<file path="src/rtl/mem_arbiter.sv">
// Shares one main-memory port between the instruction and data miss paths.
// Block reads go out as pipelined word reads; stores are single-word writes.
module mem_arbiter #(
  parameter int BLOCK_WORDS = 8,
  parameter int ADDR_W      = 16
) (
  input  logic                           clk,
  input  logic                           rst,
  input  logic                           i_req,
  input  logic [ADDR_W-1:0]              i_addr,
  input  logic                           d_req,
  input  logic                           d_we,
  input  logic [ADDR_W-1:0]              d_addr,
  input  logic [15:0]                    d_wdata,
  output logic [ADDR_W-1:0]              mem_addr,
  output logic                           mem_enable,
  output logic                           mem_wr,
  output logic [15:0]                    mem_wdata,
  input  logic [15:0]                    mem_rdata,
  input  logic                           mem_data_valid,
  output logic [15:0]                    fill_data,
  output logic [$clog2(BLOCK_WORDS)-1:0] fill_word,
  output logic                           i_fill_valid,
  output logic                           d_fill_valid,
  output logic                           i_done,
  output logic                           d_done
);

  localparam int WW = $clog2(BLOCK_WORDS);
  localparam logic [ADDR_W-1:0] OFFS_MASK = ADDR_W'(2 * BLOCK_WORDS - 1);
  localparam logic [WW:0]       ISSUE_MAX = (WW + 1)'(BLOCK_WORDS);
  localparam logic [WW:0]       ISSUE_ONE = (WW + 1)'(1);
  localparam logic [WW-1:0]     RECV_LAST = WW'(BLOCK_WORDS - 1);

  typedef enum logic [1:0] {
    S_IDLE,
    S_READ,
    S_WRITE,
    S_RELEASE
  } state_t;

  state_t              r_state;
  logic [ADDR_W-1:0]   r_base;
  logic                r_owner_d;
  logic [WW:0]         r_issue_cnt;
  logic [WW-1:0]       r_recv_cnt;
  logic                r_mem_enable;
  logic                r_mem_wr;
  logic [ADDR_W-1:0]   r_mem_addr;
  logic [15:0]         r_mem_wdata;
  logic                r_wr_done;

  logic [ADDR_W-1:0]   w_i_base;
  logic [ADDR_W-1:0]   w_d_base;
  logic [ADDR_W-1:0]   w_next_addr;
  logic                w_fill;
  logic                w_last;

  assign w_i_base    = i_addr & ~OFFS_MASK;
  assign w_d_base    = d_addr & ~OFFS_MASK;
  assign w_next_addr = r_base + ADDR_W'({r_issue_cnt, 1'b0});

  // Returned words are only meaningful while a read is in flight.
  assign w_fill = (r_state == S_READ) && mem_data_valid;
  assign w_last = w_fill && (r_recv_cnt == RECV_LAST);

  always_ff @(posedge clk) begin
    if (rst) begin
      r_state      <= S_IDLE;
      r_base       <= '0;
      r_owner_d    <= 1'b0;
      r_issue_cnt  <= '0;
      r_recv_cnt   <= '0;
      r_mem_enable <= 1'b0;
      r_mem_wr     <= 1'b0;
      r_mem_addr   <= '0;
      r_mem_wdata  <= '0;
      r_wr_done    <= 1'b0;
    end else begin
      r_wr_done <= 1'b0;
      case (r_state)
        S_IDLE: begin
          // Memory outputs are registered, so the first word of a read is
          // set up here and appears on the port in the first READ cycle.
          if (d_req) begin
            r_owner_d <= 1'b1;
            if (d_we) begin
              r_state      <= S_WRITE;
              r_base       <= d_addr;
              r_mem_enable <= 1'b1;
              r_mem_wr     <= 1'b1;
              r_mem_addr   <= d_addr;
              r_mem_wdata  <= d_wdata;
              r_wr_done    <= 1'b1;
            end else begin
              r_state      <= S_READ;
              r_base       <= w_d_base;
              r_mem_enable <= 1'b1;
              r_mem_addr   <= w_d_base;
              r_issue_cnt  <= ISSUE_ONE;
              r_recv_cnt   <= '0;
            end
          end else if (i_req) begin
            r_owner_d    <= 1'b0;
            r_state      <= S_READ;
            r_base       <= w_i_base;
            r_mem_enable <= 1'b1;
            r_mem_addr   <= w_i_base;
            r_issue_cnt  <= ISSUE_ONE;
            r_recv_cnt   <= '0;
          end
        end

        S_READ: begin
          if (r_issue_cnt < ISSUE_MAX) begin
            r_mem_enable <= 1'b1;
            r_mem_addr   <= w_next_addr;
            r_issue_cnt  <= r_issue_cnt + 1'b1;
          end else begin
            r_mem_enable <= 1'b0;
            r_mem_addr   <= '0;
          end
          if (mem_data_valid) begin
            r_recv_cnt <= r_recv_cnt + 1'b1;
          end
          if (w_last) begin
            r_state      <= S_RELEASE;
            r_mem_enable <= 1'b0;
            r_mem_addr   <= '0;
          end
        end

        S_WRITE: begin
          r_state      <= S_RELEASE;
          r_mem_enable <= 1'b0;
          r_mem_wr     <= 1'b0;
          r_mem_addr   <= '0;
          r_mem_wdata  <= '0;
        end

        S_RELEASE: begin
          // Dead cycle lets a requester drop req after done without a re-grant.
          r_state <= S_IDLE;
        end

        default: begin
          r_state <= S_IDLE;
        end
      endcase
    end
  end

  assign mem_enable   = r_mem_enable;
  assign mem_wr       = r_mem_wr;
  assign mem_addr     = r_mem_addr;
  assign mem_wdata    = r_mem_wdata;

  assign fill_data    = mem_rdata;
  assign fill_word    = r_recv_cnt;
  assign i_fill_valid = w_fill && !r_owner_d;
  assign d_fill_valid = w_fill && r_owner_d;
  assign i_done       = w_last && !r_owner_d;
  assign d_done       = r_wr_done || (w_last && r_owner_d);

endmodule
</file>
<file path="config.mk">
export PLATFORM = sky130hd
export DESIGN_NAME = mem_arbiter
export DESIGN_NICKNAME = d
export VERILOG_FILES = /design/src/rtl/mem_arbiter.sv
export SDC_FILE = /design/constraint.sdc
export NUM_CORES = 1
export LEC_CHECK = 0
export BUFFER_PORTS_ARGS = -buffer_cell sky130_fd_sc_hd__buf_2
export CAP_MARGIN = 5
export CORE_MARGIN = 4
export CORE_UTILIZATION = 51
export CTS_CLUSTER_DIAMETER = 50
export DETAILED_ROUTE_END_ITERATION = 8
export PLACE_DENSITY_LB_ADDON = 0.12
export REMOVE_ABC_BUFFERS = 1
export SYNTH_ARGS = -nofsm -noshare
export SYNTH_HDL_FRONTEND = slang
export SYNTH_SLANG_ARGS = --single-unit
</file>
<file path="constraint.sdc">
create_clock -name clk -period 3.45 [get_ports clk]
set_input_delay 0.69 -clock clk [delete_from_list [all_inputs] [get_ports clk]]
set_output_delay 0.69 -clock clk [all_outputs]
set_load 0.005 [all_outputs]
</file>
==> flow_summary.yaml, run 1 <==
floorplan:
  start_util_pct: 53.7
  std_cell_rows: 28
  die_area_um2: 7720
  dieWidth_um: 87.9
  die_y_um: 87.9
  core_um2: 6060
  io_pins: 127
placement:
  portBuffers: 90
  gp_congestion: 0.811
  dpl-instance-area_um2: 3580
  hpwl_um: 5650
setup_path:
  critical_path_depth: 6
  critPathKind: "reg2out"
  timing.rr.start: "r_state[1]"
  critPathLaunchType: "flip-flop"
  reg2reg_depth: 8
  critPathCapture: "i_done"
  cp_data_required_time_ns: 2.76
  rr_endpoint: "mem_addr[5]"
  crit_path_top_delay_cell: "ha_1"
  worstPathArrival_ns: 1.77
  critPathMaxStageDelay_ns: 0.50
  r2r_slack_ns: 1.00
  end_kind: "output port"
  startpoint: "r_state[1]"
  worstPathCellList: "inv_1 > ha_1 > nand2_1 > nor2_1 > and2_1 > buf_2"
  crit_family: "adder cells"
  cp_max_fo: 15
  path_buf_inv: 2
global_route:
  grtUsageTotal_pct: 21.6
  grt_overflow_total: 0
  grt_max_degree: 37
  antenna_found_initial: 0
  grt_pass1_vias: 2832
  grt_pass1_wl_um: 13200
detailed_routing:
  drc: 0
  wire_per_inst_um: 15.7
  antenna_left: 0
  wl_um: 8000
  drt_iter0_markers: 130
  dr.pass1.iters: 4
  vias: 2858
  viasPerCell: 5.60
synthesis:
  synth_cell_types: 54
  yosysSeqAreaShare_pct: 37.6
  yosys_warnings: 0
  ys.flop_type: "dfxtp_1"
  avgSynthCellArea_um2: 8.91
  async_flop_share_pct: 0
  synth_edf_count: 0
  synth_most_common_cell: "nor2_1"
  syn_area_um2: 3250
  synth_area_leaders: "dfxtp_1 (38%), nor2_1 (7.2%), a211oi_1 (5.3%)"
  synth_top_area_cell: "dfxtp_1"
  synthTopCellsByCount: "nor2_1 (62), dfxtp_1 (61), a211oi_1 (23)"
  yosysTopAreaCellShare_pct: 37.6
  syn_inst: 365
  ys_seq_elements: 61
clock_network:
  cts_hold_buf: 0
  clk_pin_slew_ns: 0.07
  clockBufferDepth: 2
  cts-root-buf: "clkbuf_8"
  clkLatencyLatePin_ns: 0.33
  cts_setup_buffers: 0
  cts-buffers-inserted: 9
  post_cts_resized: 0
  htree_levels: 3
  cts_tree: "built"
  cts.sink_count: 61
timing:
  rsz0062_at_grt: "no"
  fmax_mhz: 406
  hold_viol_final: 0
  setup_viol: 0
  slew_headroom_pct: 53.8
  slew_violations: 0
  fin_tns_setup_ns: 0
  fin_crit_ns: 2.46
  period_share_pct: 71.3
  worst_pin_slew_ns: 0.693
  skew_ns: 0.00567
finish:
  drive_gt1_share_pct: 29.7
  nets: 512
  syn_to_final_growth_pct: 16.5
  stdcell_area_um2: 3790
  diodes: 0
pwr:
  peakVddDrop_mv: 0.352
  leakagePower_nw: 1.74
  p_per_area_nw_per_um2: 739
  total_power_mw: 2.80
hold_path:
  min_path_type: "reg2reg"
flow_run:
  maxCapViolations: 0
run_status:
  status: "finished, final reports clean"
-- cell usage in the layout (no fill, tap or decap), drive strengths merged, types with 2 or more instances in the layout --
cell type | netlist | final
nor3 | 11 | 11
a21boi | 3 | 3
nor3b | 3 | 3
clkbuf | 12 | 13
nand4 | 3 | 3
nand3 | 9 | 9
a211oi | 27 | 27
and3 | 5 | 5
nand3b | 2 | 2
dfxtp | 61 | 61
mux2i | 17 | 17
ha | 11 | 11
nor4 | 2 | 2
a21oi | 18 | 18
buf | 27 | 93
nand2 | 13 | 13
o21a | 5 | 5
o21ai | 12 | 12
nor2 | 65 | 65
a21o | 3 | 3
xnor2 | 2 | 2
nor2b | 3 | 3
xor2 | 6 | 6
and2 | 3 | 3
a31oi | 3 | 3
a22oi | 21 | 21
nand2b | 2 | 2
inv | 3 | 3
nor4b | 2 | 2
a211o | 3 | 3
-- flip-flops by register name (all words and copies together), names as in the netlist --
| signal | cells |
|---|---|
| fill_word | 3 |
| mem_addr | 16 |
| r_state | 2 |
| r_owner_d | 1 |
| r_base | 16 |
| mem_wr | 1 |
| mem_enable | 1 |
| mem_wdata | 16 |
| r_issue_cnt | 4 |
| r_wr_done | 1 |
-- power by group --
group          switching (mW)  internal (mW)
clock                   0.271          0.392
combinational           0.649          0.451
sequential              0.150          0.887
-- through the flow --
stage	util [%]	hold WS (ns)	worst slack, ns	cells
floorplan	-	0.426	1.26	326
global placement	59.0	0.443	0.912	494
detailed placement	59.0	0.455	0.910	494
CTS	62.5	0.463	0.945	510
global route	62.5	0.482	0.706	510
finish	62.5	0.463	0.989	510
-- worst min path at each step --
stage / from / to / slack, ns / depth (start not counted)
after floorplan: r_base[0] / r_base[0] / 0.43 / 2
after global placement: r_base[0] / r_base[0] / 0.44 / 2
after detailed placement: r_base[1] / r_base[1] / 0.45 / 2
after CTS: r_base[1] / r_base[1] / 0.46 / 2
after global routing: r_base[0] / r_base[0] / 0.48 / 2
final: r_base[1] / r_base[1] / 0.46 / 2
-- metal layers --
metal  vias up  track usage, %  part of all wire [%]
met1      1317            26.6                    44
met4         0            6.97                   1.6
met5         -            1.95                     0
met3        13            9.31                   9.1
li1       1433               -                     -
met2        95            34.0                    45
-- cell type report --
type | instances | area, µm²
inverter | 3 | 11.3
sequential | 61 | 1220
tap | 75 | 93.8
fill | 560 | 2270
timing repair buffer | 93 | 473
clock inverter | 3 | 42.5
clock buffer | 13 | 169
multi-input combinational | 262 | 1780
-- worst min-delay path, stage by stage (launching register included) --
cell     delay, ns
dfxtp_1       0.32
nand2_1       0.05
a21oi_1       0.05
-- kinds of logic after synthesis --
kind of cell,after synthesis,synth area share (%)
compound gates,100,22.4
xor+xnor,8,2.15
fa+ha+maj,12,4.85
buf+inv,42,7.77
flops,61,37.6
mux,17,5.23
simple gates,125,20.1
No activity file was read; power rests on OpenSTA's default activity.
==> run 2, diff against run 1 <==
Settings changed: CORE_UTILIZATION 51 to 44.
Clock period 3.45 ns to 2.2 ns, I/O delays scaled along.
==> run 2 against run 1 <==
Net effect:
- register-to-register slack lost 0.75 ns
- global-route usage down 2.7 points
- clock skew rose by 0.0052 ns
- sequential cell count unchanged
- clock-buffer cell count stayed put
- largest cell class unchanged
- routed wire length grew 0.39%
- hold slack got worse by 0.11 ns
- setup slack lost 0.77 ns
==> flow_summary.yaml, run 2 (synthesis gave the netlist of run 1 again) <==
run_status:
  status: "finished, final reports clean"
clock_network:
  clk_pin_slew_ns: 0.06
  clkLatencyLatePin_ns: 0.34
  cts.sink_count: 61
  htree_levels: 3
  cts_tree: "built"
  cts-root-buf: "clkbuf_8"
  clockBufferDepth: 2
  cts_hold_buf: 0
  cts-buffers-inserted: 9
global_route:
  grt_overflow_total: 0
  antenna_found_initial: 0
  grt_max_degree: 38
  grtUsageTotal_pct: 18.9
  grt_pass1_wl_um: 13000
  grt_pass1_vias: 2732
finish:
  drive_gt1_share_pct: 31.5
  diodes: 0
  stdcell_area_um2: 3900
  regArea_um2: 1220
  num-fill-cells: 718
  syn_to_final_growth_pct: 19.9
  multi_input_area_um2: 1790
  nets: 523
  layout_common_cells: "buf_2 (90), nor2_1 (62), dfxtp_1 (61)"
  final_common_cell: "buf_2"
setup_path:
  timing.rr.start: "r_base[1]"
  critPathLaunchType: "flip-flop"
  rr_endpoint: "mem_addr[5]"
  worstPathArrival_ns: 1.54
  critPathCapture: "d_done"
  r2r_slack_ns: 0.25
  startpoint: "r_state[1]"
  critPathKind: "reg2out"
  reg2reg_depth: 7
  cp_max_fo: 15
  end_kind: "output port"
  cp_data_required_time_ns: 1.76
floorplan:
  start_util_pct: 45.1
  std_cell_rows: 31
  io_pins: 127
  dieWidth_um: 94.0
  die_y_um: 94.0
  core_um2: 7210
  die_area_um2: 8830
timing:
  slew_headroom_pct: 61.8
  slew_violations: 0
  skew_ns: 0.0108
  setup_viol: 0
  fmax_mhz: 504
  fin_crit_ns: 1.98
  hold_viol_final: 0
  rsz0062_at_grt: "no"
  period_share_pct: 90.2
  fin_tns_setup_ns: 0
  worst_pin_slew_ns: 0.568
placement:
  portBuffers: 90
  hpwl_um: 5950
  gp_congestion: 0.774
  dpl-instance-area_um2: 3700
detailed_routing:
  drc: 0
  viasPerCell: 5.26
  drt_iter0_markers: 91
  wl_um: 8030
  antenna_left: 0
  vias: 2854
  dr.pass1.iters: 4
  wire_per_inst_um: 14.8
pwr:
  total_power_mw: 4.38
  p_per_area_nw_per_um2: 1120
  peakVddDrop_mv: 0.520
  leakagePower_nw: 1.79
flow_run:
  maxCapViolations: 0
hold_path:
  min_path_type: "in2reg"
==> run 2: metal layers <==
layer	vias up	GRT usage [%]	wire length, µm
li1	1452	-	-
met1	1299	24.2	3710
met2	92	28.5	3510
met3	11	7.69	680
met4	0	6.50	124
met5	-	1.92	0
==> run 2: per-stage QoR <==
step / hold slack [ns] / util (%) / worst slack [ns] / std cells
after floorplan: 0.426 / - / 0.00523 / 326
after global placement: 0.438 / 51.3 / 0.266 / 529
after detailed placement: 0.451 / 51.3 / 0.253 / 529
after CTS: 0.344 / 53.9 / 0.149 / 543
after global routing: 0.350 / 54.0 / 0.0530 / 543
final: 0.358 / 54.0 / 0.216 / 543
==> run 2: critical path, stage by stage (launching register included) <==
cell and delay [ns]:
dfxtp_1 0.37, inv_1 0.12, ha_4 0.23, and3_1 0.20, a21o_1 0.17, buf_2 0.12
==> run 2: layout make-up <==
type / count / area share, %
multi-input cells: 262 / 45.9
clock inverters: 1 / 0.128
flip-flops and latches: 61 / 31.3
inverters: 3 / 0.289
clock buffers: 13 / 4.59
repair buffers: 104 / 14.6
well taps: 99 / 3.18
==> run 2: how the worst min path moves through the flow <==
stage           startpoint            end  slack [ns]  cells after the start
2_1_floorplan    r_base[0]      r_base[0]        0.43                      2
3_3_place_gp     r_base[0]      r_base[0]        0.44                      2
3_5_place_dp     r_base[0]      r_base[0]        0.45                      2
4_1_cts        d_wdata[11]  mem_wdata[11]        0.34                      3
5_1_grt        d_wdata[14]  mem_wdata[14]        0.35                      3
6_report       d_wdata[13]  mem_wdata[13]        0.36                      3
==> run 2: power by group <==
part	internal (mW)	switching, mW	total (mW)
Combinational	0.802	1.04	1.84
Clock	0.518	0.408	0.926
Sequential	1.39	0.219	1.61
==> run 2: what timing repair did <==
item,in CTS,in global routing
resized for setup,1,1
setup endpoints to repair,1,1
pin swaps,0,0
setup buffers,0,0
==> run 3, diff against run 2 <==
Settings changed: ABC_AREA set to 1.
==> run 3 against run 2 <==
Net effect:
- final area is 0.51% higher
- non-clock buffer count fell by 5
- routed wire length increased by 5.8%
- sequential share of layout area is 0.16 points lower
- die area hardly changed
- hold slack better by 0.0012 ns
- synthesized cell count up 22%
- power grew 14%
- clock-buffer cell count decreased by 3
- setup slack better by 0.0030 ns
- register-to-register slack better by 0.03 ns
==> flow_summary.yaml, run 3 <==
pwr:
  peakVddDrop_mv: 0.648
  switching_share_pct: 39.7
  p_per_area_nw_per_um2: 1270
  seq_power_share_pct: 33.5
  total_switching_power_mw: 1.98
  power_frac_comb_pct: 41.7
  leakagePower_nw: 1.87
  p_int_mw: 3.01
  clockPowerShare_pct: 24.8
hold_path:
  min_path_type: "in2reg"
clock_network:
  cts-buffers-inserted: 9
  cts_tree: "built"
  htree_levels: 3
  clockBufferDepth: 2
  cts-root-buf: "clkbuf_8"
  clkLatencyLatePin_ns: 0.34
  clk_pin_slew_ns: 0.07
  cts.sink_count: 61
  cts_hold_buf: 0
timing:
  fmax_mhz: 505
  fin_crit_ns: 1.98
  skew_ns: 0.00588
  period_share_pct: 90.0
  fin_tns_setup_ns: 0
  whs_ns: 0.359
  setup_viol: 0
  worst_pin_slew_ns: 0.670
  rsz0062_at_grt: "no"
  slew_headroom_pct: 55.3
  hold_viol_final: 0
  slew_violations: 0
floorplan:
  die_y_um: 94.0
  io_pins: 127
  std_cell_rows: 31
  die_area_um2: 8830
  dieWidth_um: 94.0
  start_util_pct: 45.1
  core_um2: 7210
synthesis:
  synth_cell_types: 34
  synthTopCellsByCount: "nand2_1 (73), dfxtp_1 (61), nor2_1 (59)"
  syn_inst: 444
  async_flop_share_pct: 0
  avgSynthCellArea_um2: 7.32
  ys.flop_type: "dfxtp_1"
  synth_top_area_cell: "dfxtp_1"
  yosys_warnings: 0
  yosysTopAreaCellShare_pct: 37.6
  synth_area_leaders: "dfxtp_1 (38%), nand2_1 (8.4%), nand3_1 (7.5%)"
  synth_edf_count: 0
  synth_most_common_cell: "nand2_1"
  yosysSeqAreaShare_pct: 37.6
  syn_area_um2: 3250
  ys_seq_elements: 61
finish:
  final_common_cell: "buf_2"
  stdcell_count: 623
  syn_to_final_growth_pct: 20.6
  fin_util_pct: 54.3
  nets: 601
  drive_gt1_share_pct: 26.0
  num-fill-cells: 742
  diodes: 0
  stdcell_area_um2: 3920
  multi_input_area_um2: 1680
  regArea_um2: 1220
  layout_common_cells: "buf_2 (90), nand2_1 (73), dfxtp_1 (61)"
setup_path:
  end_kind: "output port"
  critPathLaunchType: "flip-flop"
  cp_data_required_time_ns: 1.76
  cp_max_fo: 7
  critPathKind: "reg2out"
  worstPathArrival_ns: 1.54
  r2r_slack_ns: 0.28
detailed_routing:
  antenna_left: 0
  drt_iter0_markers: 100
  wl_um: 8490
  vias: 3121
  dr.pass1.iters: 4
  viasPerCell: 5.01
  wire_per_inst_um: 13.6
  drc: 0
placement:
  gp_congestion: 0.875
  portBuffers: 90
  placed_cells: 607
  dpl-instance-area_um2: 3660
  hpwl_um: 6140
global_route:
  grt_overflow_total: 0
  grtUsageTotal_pct: 20.2
  grt_pass1_vias: 3052
  grt_pass1_wl_um: 14100
  grt_max_degree: 36
  antenna_found_initial: 0
run_status:
  status: "finished, final reports clean"
flow_run:
  maxCapViolations: 0
==> run 3: repair_timing <==
| item | in CTS | in global routing |
|---|---|---|
| endpoints found under the setup margin | 0 | 3 |
| resized for setup | 0 | 2 |
| endpoints found under the hold margin | 0 | 0 |
| buffers inserted | 0 | 0 |
==> run 3: layout make-up <==
cell class	instances	area share (%)
multi-input combinational	315	42.9
sequential	61	31.2
timing repair buffer	99	13.2
clock buffer	10	3.51
inverter	33	3.22
tap	99	3.16
clock inverter	6	2.81
==> run 3: path summary, 6_finish.rpt <==
kind / start / cells after the start / endpoint
max: r_state[1] / 6 / d_done
min: d_wdata[2] / 3 / mem_wdata[2]
max reg2reg: r_state[0] / 10 / r_issue_cnt[0]
min reg2reg: mem_wdata[10] / 2 / mem_wdata[10]
==> run 3: kinds of logic (layout without fill, tap and decap cells) <==
| group | after synthesis | count (layout) | share of synthesized area [%] |
|---|---|---|---|
| and+or+nand+nor | 193 | 193 | 25.2 |
| AOI/OAI and AO/OA | 96 | 96 | 17.2 |
| buffers and inverters | 68 | 148 | 10.9 |
| DFF | 61 | 61 | 37.6 |
| adders and majority gates | 12 | 12 | 4.85 |
| muxes | 12 | 12 | 3.70 |
| xor gates and xnor gates | 2 | 2 | 0.539 |
==> run 3: power groups by stage <==
stage | sequential, mW | clock (mW) | combinational (mW)
2_1_floorplan | 1.68 | 0 | 1.34
5_1_grt | 1.72 | 1.32 | 2.38
4_1_cts | 1.67 | 1.27 | 2.12
6_report | 1.67 | 1.24 | 2.08
3_5_place_dp | 1.69 | 0 | 2.10
3_3_place_gp | 1.68 | 0 | 2.07
==> run 3: routing by layer <==
metal  wire (µm)  part of all wire, %  vias up  global-route usage [%]
met2        3800                   45       95                    31.2
met4         104                  1.2        0                    6.98
li1            -                    -     1615                       -
met5           0                    0        -                    1.92
met1        3880                   46     1401                    25.4
met3         705                  8.3       10                    8.01
==> run 3: critical path, cell delays in order, from the launching register on <==
cell and delay (ns):
dfxtp_1 0.31, inv_1 0.11, ha_2 0.28, nand3_1 0.12, buf_4 0.15, o21bai_1 0.11
buf_2 0.13
==> run 3: metrics by stage <==
stage               setup WS, ns  power (mW)
floorplan                 0.0234        3.01
global placement           0.287        3.75
detailed placement         0.267        3.79
CTS                        0.113        5.06
global route              0.0669        5.42
finish                     0.219        4.99
